`src/rtl/bri_decoder.sv`:
```
// H-bridge gate decoder: maps the bridge code to four gate drives, inserting dead time on commutation.
// Optional feature macro: BRI_DEADTIME_EN (dead-time window and bri_busy; otherwise changes apply at once).
module bri_decoder #(
  parameter int DEAD_CYC = 4
) (
  input  logic       clk_dds,
  input  logic       rst_n,
  input  logic       clk_4f_en,
  input  logic [4:0] i,
  output logic [3:0] bri_gate,
  output logic       bri_busy,
  output logic [7:0] sw_cnt
);

  localparam logic [3:0] OFF  = 4'b0000;
  localparam logic [3:0] POS  = 4'b1001;
  localparam logic [3:0] NEG  = 4'b0110;
  localparam logic [3:0] FREE = 4'b0101;

  typedef enum logic [1:0] {IDLE, DRIVE, DEAD} state_e;

  if (DEAD_CYC < 1 || DEAD_CYC > 15) begin : g_bad_dead_cyc
    $error("bri_decoder: DEAD_CYC must be in 1..15");
  end

  state_e     state_q;
  logic [3:0] gate_q;
  logic       tgl_q;
  logic [7:0] cnt_q;
  logic [3:0] tgt;
  logic       inc;

  // Target uses the pre-edge half toggle, so a 4f tick changes the drive one edge later.
  always_comb begin
    tgt = POS;
    if (!i[0])              tgt = OFF;
    else if (i[3])          tgt = OFF;
    else if (i[4])          tgt = FREE;
    else if (i[1] && tgl_q) tgt = FREE;
    else if (i[2])          tgt = NEG;
  end

`ifdef BRI_DEADTIME_EN
  logic       busy_q;
  logic [3:0] dcnt_q;
  assign inc      = (state_q == DEAD) && (dcnt_q == 4'd0) && (tgt != OFF);
  assign bri_busy = busy_q;
`else
  assign inc      = (state_q == DRIVE) && (tgt != gate_q) && (tgt != OFF);
  assign bri_busy = 1'b0;
`endif

  always_ff @(posedge clk_dds or negedge rst_n) begin
    if (!rst_n) begin
      state_q <= IDLE;
      gate_q  <= OFF;
      tgl_q   <= 1'b0;
      cnt_q   <= 8'd0;
`ifdef BRI_DEADTIME_EN
      busy_q  <= 1'b0;
      dcnt_q  <= 4'd0;
`endif
    end else begin
      if (clk_4f_en) tgl_q <= i[1] & ~tgl_q;

      // Stop clears the counter and takes precedence over any increment.
      if (!i[0])                       cnt_q <= 8'd0;
      else if (inc && cnt_q != 8'hFF)  cnt_q <= cnt_q + 8'd1;

      unique case (state_q)
        IDLE: begin
          if (tgt != OFF) begin
            gate_q  <= tgt;
            state_q <= DRIVE;
          end
        end
        DRIVE: begin
          if (tgt == OFF) begin
            gate_q  <= OFF;
            state_q <= IDLE;
          end else if (tgt != gate_q) begin
`ifdef BRI_DEADTIME_EN
            gate_q  <= OFF;
            busy_q  <= 1'b1;
            dcnt_q  <= 4'(DEAD_CYC - 1);
            state_q <= DEAD;
`else
            gate_q  <= tgt;
`endif
          end
        end
`ifdef BRI_DEADTIME_EN
        DEAD: begin
          // Exit samples the latest target; changes during the window don't restart it.
          if (dcnt_q == 4'd0) begin
            busy_q <= 1'b0;
            if (tgt != OFF) begin
              gate_q  <= tgt;
              state_q <= DRIVE;
            end else begin
              state_q <= IDLE;
            end
          end else begin
            dcnt_q <= dcnt_q - 4'd1;
          end
        end
`endif
        default: begin
          gate_q  <= OFF;
          state_q <= IDLE;
        end
      endcase
    end
  end

  assign bri_gate = gate_q;
  assign sw_cnt   = cnt_q;

endmodule

```
`config.mk`:
```
export PLATFORM = sky130hd
export DESIGN_NAME = bri_decoder
export DESIGN_NICKNAME = d
export VERILOG_FILES = /design/src/rtl/bri_decoder.sv
export SDC_FILE = /design/constraint.sdc
export NUM_CORES = 1
export LEC_CHECK = 0
export CAP_MARGIN = 20
export CORE_MARGIN = 2
export CORE_UTILIZATION = 52
export DETAILED_ROUTE_END_ITERATION = 7
export PLACE_DENSITY = 0.9
export SYNTH_ARGS = -nofsm -noshare
export SYNTH_HDL_FRONTEND = slang
export SYNTH_SLANG_ARGS = --single-unit
```
`constraint.sdc`:
```
create_clock -name clk_dds -period 4.1 [get_ports clk_dds]
set_input_delay 1.025 -clock clk_dds [delete_from_list [all_inputs] [get_ports clk_dds]]
set_output_delay 1.025 -clock clk_dds [all_outputs]
set_load 0.05 [all_outputs]
```
==> impl_metrics.tcl <==
set metrics [dict create \
    cp-start-kind "input pin" \
    antenna_found_initial 0 \
    dr.pass1.iters 4 \
    synth.avg_cell_area_sq_um 9.786 \
    period_minus_slack_ns 3.036 \
    cts_tree "built" \
    insertion_delay_ns 0.27 \
    grt_usage_pct 20.70 \
    crit_path_end_kind "flip-flop" \
    drive_above_1_share_pct 10.62 \
    detail_route.wl_per_cell_microns 14.01 \
    reg2reg_from "sw_cnt[0]$_DFFE_PN0P_" \
    port_buffers 19 \
    drc 0 \
    synth_top_family_by_area "compound AO/OA/AOI/OAI gates" \
    yosys.area.top_type_share_pct 37.69 \
    p_leak_nw 0.4313 \
    maxCapViolCount 0 \
    sw_frac_of_total_pct 40.82 \
    fin_ws_ns 1.064 \
    via_per_inst 5.790 \
    ant_nets 0 \
    syn-instance-count 95 \
    num-fill-cells 133 \
    yosys_warnings 0 \
    n_antenna_cell 0 \
    setup_viol 0 \
    synth_compound_area_share_pct 24.63 \
    min_to "sw_cnt[0]$_DFFE_PN0P_" \
    cts_setup_buffers 0 \
    synthArstFlopShare_pct 100.0 \
    grtUsageMet2_pct 34.17 \
    yosys-top-cells-area "dfrtp_1, nand2_1, ha_1" \
    grtUsageMet3_pct 4.314 \
    gp_congestion 0.9045 \
    synth-edff-count 0 \
    drt_iter0_markers 23 \
    powerDensity_nw_per_um2 388.7 \
    ctsHoldBuffers 0 \
    power.switching_uw 180.9 \
    row_count 15 \
    required_ns 4.23 \
    die_x_microns 46.28 \
    coreArea_sq_um 1708 \
    intPower_uw 262.2 \
    grt_max_degree 15 \
    grt_pass1_wl_microns 3167 \
    io_pins 21 \
    worstPathMaxFanout 8 \
    layout.nets 126 \
    synth.area.mux_share_pct 4.845 \
    netlist_area_sq_um 929.6 \
    grt_pass1_vias 721 \
    hold_viol 0 \
    tns_ns 0 \
    status "finished, final reports clean" \
    crit_type "in2reg" \
    yosysUniqueCellTypes 39 \
    multiInputGateArea_sq_um 510.5 \
    synthXorXnorAreaFrac_pct 1.884 \
    synthAdderAreaFrac_pct 4.038 \
    hold_class "reg2reg" \
    syn_to_final_growth_pct 22.61 \
    clk_pin_slew_ns 0.08 \
    fp.dieH_microns 46.28 \
    use_met1_pct 26.94 \
    overflow 0 \
    fmax_mhz 329.4 \
    worst-slew-pin-transition_ns 0.6243 \
    dp_hpwl_microns 1437 \
    cts_max_path_buffers 2 \
    start_util_pct 54.43 \
    rrSetupSlack_ns 1.97 \
    crit_arrival_ns 3.17 \
    r2r-end "sw_cnt[3]$_DFFE_PN0P_" \
    cts_htree_levels 1 \
    wirelength_microns 1934 \
    rr_worst_depth 6 \
    worstHoldStart "sw_cnt[0]$_DFFE_PN0P_" \
    combinationalPowerShare_pct 41.9 \
    vias 799 \
    final_max_slew_viol_count 0 \
    synth-seq-cells 14 \
    numClockSinks 14 \
    dieArea_sq_um 2142 \
    ys_seq_area_share_pct 37.69 \
    power_frac_clock_pct 17.5 \
    yosys.area.top_type "dfrtp_1" \
    holdPathStages 1 \
    period_share_pct 74.05 \
    syn_nets 106 \
    cts_buffers 3 \
    place_ws_ns 0.7781 \
    seqPwrFrac_pct 40.6 \
    synthFlopType "dfrtp_1" \
    grt_setup_unrepaired "no" \
    max-vdd-ir-drop_mv 0.2868 \
    max_slew_margin_pct 58.25 \
    fin_skew_ns 0.008442 \
    clockRootBuffer "clkbuf_4" \
    synth-simple-area-share_pct 19.11 \
    ff_latch_area_sq_um 350.3 \
    cts_resized 0 \
    busiest_layer "met2" \
]
[how the worst max path moves through the flow]
stage | start | to | slack (ns)
floorplan | i[3] | bri_gate[0]$_DFFE_PN0P_ | 1.56
global placement | i[0] | sw_cnt[1]$_DFFE_PN0P_ | 0.84
detailed placement | i[0] | sw_cnt[3]$_DFFE_PN0P_ | 0.78
CTS | i[0] | sw_cnt[3]$_DFFE_PN0P_ | 1.07
global route | i[0] | sw_cnt[6]$_DFFE_PN0P_ | 0.95
finish | i[0] | sw_cnt[3]$_DFFE_PN0P_ | 1.06
[cells by family (layout without fill, tap and decap cells)]
group | after synthesis | in the layout
other | 1 | 1
and+or+nand+nor | 32 | 32
AOI/OAI and AO/OA | 27 | 27
adders and majority gates | 3 | 3
buffers and inverters | 12 | 30
DFF | 14 | 14
muxes | 4 | 4
xor gates and xnor gates | 2 | 2
[cell usage in the layout (no fill, tap or decap), drive strengths merged]
cell type and count:
o311ai 1, ha 3, or4 1, conb 1, a31oi 1, or3 2, mux2i 3, nand3 6
a21oi 2, mux2 1, inv 8, dfrtp 14, xnor2 1, o21ai 6, o22ai 1, nor2 3
nor4 2, clkdlybuf4s50 19, nand4 1, a21o 2, nor3 1, a221oi 3, nand2 11, o2bb2ai 1
a2111o 2, and2b 1, a211o 1, nand4b 1, a31o 3, xor2 1, o41ai 1, o221ai 3
clkbuf 3, nand2b 3
[stage by stage]
step,hold WS [ns],power [mW],std cells,instance area [sq um],util (%)
detailed placement,0.5393,0.3690,135,1117,65.42
finish,0.5465,0.4430,138,1140,66.74
floorplan,0.5049,0.3194,95,929.6,-
global placement,0.5313,0.3634,135,1117,65.42
CTS,0.5512,0.4451,138,1140,66.74
global route,0.5790,0.4683,138,1140,66.74
[synthesized netlist by cell type (2+ instances only)]
cell,number
a2111o_1,2
a21oi_1,2
a221oi_1,3
a31o_1,2
buf_6,2
dfrtp_1,14
ha_1,3
inv_1,7
mux2i_1,3
nand2_1,11
nand2b_1,3
nand3_1,5
nor2_1,3
nor4_1,2
o21ai_0,6
o221ai_1,3
or3_1,2
[power groups by stage]
| stage | Clock, mW | Combinational (mW) | Sequential (mW) |
|---|---|---|---|
| after global routing | 0.0862 | 0.200 | 0.182 |
| after detailed placement | 0 | 0.186 | 0.183 |
| after global placement | 0 | 0.181 | 0.183 |
| after CTS | 0.0785 | 0.187 | 0.180 |
| final | 0.0774 | 0.186 | 0.180 |
| after floorplan | 0 | 0.102 | 0.218 |
[area by class of cell]
| type | count | area share (%) |
|---|---|---|
| sequential | 14 | 30.74 |
| timing repair buffer | 19 | 16.68 |
| multi-input combinational | 69 | 44.79 |
| tap | 25 | 2.744 |
| inverter | 8 | 3.074 |
| clock buffer | 3 | 1.976 |
[per-layer routing]
metal	wire (microns)	up-vias
li1	-	391
met1	870	370
met2	941	36
met3	109	2
met4	13	0
met5	0	-
[sequential cells by signal, summed over array words and instances, names as in the netlist]
signal / flops
bri_gate: 4
state_q: 1
sw_cnt: 8
tgl_q: 1
[critical path, stage by stage]
cell             delay (ns)
clkdlybuf4s50_1        0.61
and2b_1                0.34
inv_6                  0.07
or4_4                  0.54
nand3_4                0.15
a21o_1                 0.28
o221ai_1               0.15
(Power assumes the default switching activity.)
